$ cat config.mk
export PLATFORM = sky130hd
export DESIGN_NAME = branch_hazard_ctrl
export DESIGN_NICKNAME = d
export VERILOG_FILES = /design/src/rtl/branch_hazard_ctrl.sv
export SDC_FILE = /design/constraint.sdc
export NUM_CORES = 1
export LEC_CHECK = 0
export BUFFER_PORTS_ARGS = -buffer_cell sky130_fd_sc_hd__buf_2
export CORE_MARGIN = 3
export CORE_UTILIZATION = 32
export CTS_CLUSTER_SIZE = 28
export DETAILED_ROUTE_END_ITERATION = 10
export PLACE_DENSITY = 0.78
export SLEW_MARGIN = 5
export SYNTH_ARGS = -nofsm -noshare
export SYNTH_HDL_FRONTEND = slang
export SYNTH_SLANG_ARGS = --single-unit
$ cat constraint.sdc
create_clock -name clk -period 1.7 [get_ports clk]
set_input_delay 0.34 -clock clk [delete_from_list [all_inputs] [get_ports clk]]
set_output_delay 0.34 -clock clk [all_outputs]
set_load 0.02 [all_outputs]
$ cat src/rtl/branch_hazard_ctrl.sv
// branch_hazard_ctrl: ID-stage stall/flush control for branches resolved in ID.
// Define BRANCH_HAZ_STATS_EN to enable the stall and taken-branch statistics counters.
module branch_hazard_ctrl #(
  parameter int CNT_W   = 2,
  parameter int STATS_W = 32
) (
  input  logic               clk,
  input  logic               rst_n,
  input  logic               branch_ID,
  input  logic               uses_rs2_ID,
  input  logic [4:0]         rs1_ID,
  input  logic [4:0]         rs2_ID,
  input  logic               taken_ID,
  input  logic [4:0]         rd_EX,
  input  logic               reg_write_EX,
  input  logic               mem_read_EX,
  input  logic [4:0]         rd_MEM,
  input  logic               mem_read_MEM,
  input  logic               kill,
  output logic               pc_write,
  output logic               if_id_write,
  output logic               id_ex_bubble,
  output logic               if_id_flush,
  output logic               pc_sel_branch,
  output logic [STATS_W-1:0] stall_cnt_o,
  output logic [STATS_W-1:0] taken_cnt_o
);
  typedef enum logic {RUN, STALL} state_t;
  state_t           r_state;
  logic [CNT_W-1:0] r_cnt;
  logic [CNT_W-1:0] w_cnt_dec;
  logic             w_hit_ex, w_hit_memld, w_need2, w_need1, w_stall, w_taken;
  always_comb begin
    w_hit_ex    = reg_write_EX && rd_EX != 5'd0 &&
                  (rd_EX == rs1_ID || (uses_rs2_ID && rd_EX == rs2_ID));
    w_hit_memld = mem_read_MEM && rd_MEM != 5'd0 &&
                  (rd_MEM == rs1_ID || (uses_rs2_ID && rd_MEM == rs2_ID));
    w_need2     = w_hit_ex && mem_read_EX;
    w_need1     = !w_need2 && (w_hit_ex || w_hit_memld);
    w_cnt_dec   = (r_cnt == '0) ? '0 : r_cnt - CNT_W'(1);
    // rst_n gating forces the default outputs combinationally while in reset
    w_stall     = rst_n && !kill &&
                  (r_state == STALL || (branch_ID && (w_need1 || w_need2)));
    w_taken     = rst_n && !kill && r_state == RUN && branch_ID &&
                  !w_need1 && !w_need2 && taken_ID;
    pc_write      = !w_stall;
    if_id_write   = !w_stall;
    id_ex_bubble  = w_stall;
    if_id_flush   = rst_n && (kill || w_taken);
    pc_sel_branch = w_taken;
  end
  always_ff @(posedge clk or negedge rst_n) begin
    if (!rst_n) begin
      r_state <= RUN;
      r_cnt   <= '0;
    end else if (kill) begin
      r_state <= RUN;
      r_cnt   <= '0;
    end else if (r_state == STALL) begin
      r_cnt   <= w_cnt_dec;
      r_state <= (w_cnt_dec == '0) ? RUN : STALL;
    end else if (branch_ID && w_need2) begin
      r_state <= STALL;
      r_cnt   <= CNT_W'(1);
    end
  end
`ifdef BRANCH_HAZ_STATS_EN
  logic [STATS_W-1:0] r_stall_cnt, r_taken_cnt;
  always_ff @(posedge clk or negedge rst_n) begin
    if (!rst_n) begin
      r_stall_cnt <= '0;
      r_taken_cnt <= '0;
    end else begin
      if (w_stall) r_stall_cnt <= r_stall_cnt + STATS_W'(1);
      if (w_taken) r_taken_cnt <= r_taken_cnt + STATS_W'(1);
    end
  end
  assign stall_cnt_o = r_stall_cnt;
  assign taken_cnt_o = r_taken_cnt;
`else
  assign stall_cnt_o = '0;
  assign taken_cnt_o = '0;
`endif
endmodule

==> run_results.csv <==
group,metric,value,unit
floorplan,start_util,33.8,%
min_path,min_from,"kill",
route,drc,0,
logic_synthesis,yosys-top-cells-count,"buf_4, xnor2_1, xor2_1, nand2_1",
logic_synthesis,yosys-top-cells-area,"buf_4, xnor2_1, xor2_1",
cts,htree_levels,1,
cts,cts_tree,"done",
floorplan,die_area,0.00363,sq mm
sta,min_period,2.01,ns
cts,worst_skew_pair.late_latency,0.23,ns
logic_synthesis,ys_warn_count,0,
critical_path,crit_chain,"buf_6 -> or4_4 -> o21a_4 -> o2bb2ai_4 -> a31o_1 -> buf_6",
route,firstDrtPassIters,4,
logic_synthesis,ys_ff_latch,3,
logic_synthesis,synth-async-reset-ratio,100,%
critical_path,setup.worst_path.start_class,"primary input",
critical_path,ff2ff_setup_slack,0.51,ns
critical_path,critPathBufInv,2,
global_routing,grtUsageTotal,8.98,%
sta,max_freq,497,MHz
min_path,hold_path.class,"in2reg",
critical_path,path_delay_family,"compound AO/OA/AOI/OAI gates",
logic_synthesis,syn_inst,120,
sta,slew_violations,0,
placement,hpwlAfterDp,1.61,mm
sta,timing.final.crit_share,118,%
floorplan,ios,98,
critical_path,cp.arrival,1.67,ns
critical_path,cpPeakStageDelay,0.53,ns
cells_and_area,fin_cells,201,
cts,cts_made_buffers,3,
floorplan,core-area,0.00278,sq mm
logic_synthesis,ys_seq_area_share,7.98,%
route,antenna_left,0,
critical_path,cpMostUsedCell,"buf_6",
sta,fin_ws,-0.311,ns
global_routing,grt_pass1_wl,2.54,mm
logic_synthesis,syn_area,941,sq um
global_routing,grt_overflow,0,
min_path,holdPathStages,2,
job,maxCapViolCount,0,
power_and_ir_drop,ir_drop,0.336,mV
sta,rsz0062_at_grt,"true",
global_routing,grt_max_degree,6,
global_routing,antenna_found_initial,0,
placement,dpl_cell_area,0.00101,sq mm
sta,skew,0.000698,ns
cells_and_area,design_area,0.00111,sq mm
outcome,status,"complete, but fails checks",
placement,placed_cells,196,
outcome,violations,"setup timing",
global_routing,grt_pass1_vias,640,
critical_path,r2r-end,"r_cnt[1]",
cts,numClockSinks,3,
critical_path,end_kind,"primary output",
logic_synthesis,yosysTopAreaCell,"buf_4",
cells_and_area,nets,200,
cells_and_area,fillers,262,
min_path,min_to,"r_cnt[0]",
cells_and_area,multiInputGateArea,663,sq um
route,drt_iter0_drc,7,
critical_path,cp_slowest_cell,"or4_4",
critical_path,reg2reg_from,"r_state",
cells_and_area,n_antenna_cell,0,
logic_synthesis,post-synth-top-count-cell,"buf_4",
sta,finalSetupViolations,5,
cts,clock_path_buffers,2,
logic_synthesis,syn_avg_cell_area,7.84,sq um
route,vias_per_cell,3.78,
placement,globalplace.congestion,0.789,
route,vias,759,
power_and_ir_drop,power_leakage,0.604,nW
cts,postCtsSetupBuffers,0,
critical_path,r2r_cells,3,
logic_synthesis,netlist.area_leader.share,51.9,%
critical_path,worstPathMaxFanout,4,
cells_and_area,drive_gt1_share,34.7,%
logic_synthesis,synth-edff-count,0,
logic_synthesis,ys_types,26,
sta,finalHoldViolCount,0,
floorplan,num_rows,19,
sta,whs,0.332,ns
cts,cts-root-buf,"clkbuf_4",
cells_and_area,ff_latch_area,75.1,sq um
route,wl_per_cell,9.64,um
cells_and_area,area_growth,18.4,%
floorplan,dieWidth,60.2,um
cts,clk_pin_slew,0.04,ns
critical_path,path_class,"in2out",
critical_path,critPathRequiredTime,1.36,ns
logic_synthesis,ys.flop_type,"dfrtp_1",
placement,numPortBuffers,33,
floorplan,die_h,60.2,um
placement,dpl_worst_slack,-0.381,ns
power_and_ir_drop,p_per_area,438,mW/mm^2
route,drt-total-wl,1.94,mm
-- sequential cells by signal, indices dropped and copies added (netlist names) --
name,flops
r_state,1
r_cnt,2
-- worst reg2reg max path, cell delays in order, from the launching register on --
cell and delay (ns):
dfrtp_1 0.42, nor2b_1 0.23, nand4_1 0.18, and4b_1 0.24
-- cell type report --
class,count,area share [%]
flip-flops and latches,3,6.74
well taps,31,3.48
repair buffers,48,27.9
multi-input cells,115,59.6
clock buffers,4,2.36
-- report_power, final --
group	total (mW)	leakage, nW	switching, mW	internal [mW]
Combinational	0.293	0.548	0.201	0.0919
Sequential	0.0725	0.0419	0.000316	0.0721
Clock	0.122	0.0150	0.0341	0.0878
-- cells by family after synthesis --
| kind of cell | after synthesis | synth area share, % |
|---|---|---|
| flops | 3 | 7.98 |
| compound gates | 10 | 7.71 |
| buf+inv | 65 | 51.9 |
| mux | 1 | 1.20 |
| xor+xnor | 20 | 18.6 |
| other cells | 1 | 0.399 |
| simple gates | 20 | 12.2 |
-- through the flow --
| stage | util, % | setup TNS (ns) | power (mW) |
|---|---|---|---|
| floorplan | - | -0.744 | 0.372 |
| CTS | 39.3 | -1.58 | 0.481 |
| global route | 40.0 | -1.63 | 0.519 |
| detailed placement | 36.4 | -1.74 | 0.346 |
| global placement | 36.4 | -1.68 | 0.344 |
| finish | 40.0 | -1.45 | 0.487 |
-- layout by cell type (no fill, tap or decap), drive strengths merged, types with 2 or more instances in the layout --
master / count
nand4: 2
clkbuf: 4
nand2: 4
buf: 47
conb: 64
nor2: 2
o21ai: 2
dfrtp: 3
a21oi: 2
nand3: 3
xor2: 9
or4: 2
xnor2: 11
-- metal layers --
metal / GRT usage [%] / vias up / wire (um)
met3: 0 / 6 / 186
met2: 18.8 / 58 / 1120
met5: 0 / - / 0
li1: - / 363 / -
met4: 1.90 / 0 / 21
met1: 9.72 / 332 / 607
-- worst max path at each step --
stage	start	end	slack, ns	cells past startpoint
5_1_grt	rd_EX[2]	if_id_write	-0.34	6
6_report	rd_EX[2]	id_ex_bubble	-0.31	6
3_5_place_dp	rd_EX[1]	id_ex_bubble	-0.38	6
2_1_floorplan	rd_EX[1]	pc_write	-0.22	5
4_1_cts	rd_EX[2]	id_ex_bubble	-0.36	6
3_3_place_gp	rd_EX[1]	id_ex_bubble	-0.38	6
-- repair_timing --
action                     CTS  global route
setup endpoints to repair    5             6
gates resized for setup     10             4
hold endpoints to repair     3             0
hold buffers                 1             0
cloned                       0             0
pin swaps                    3             3
No activity file was read; power rests on OpenSTA's default activity.
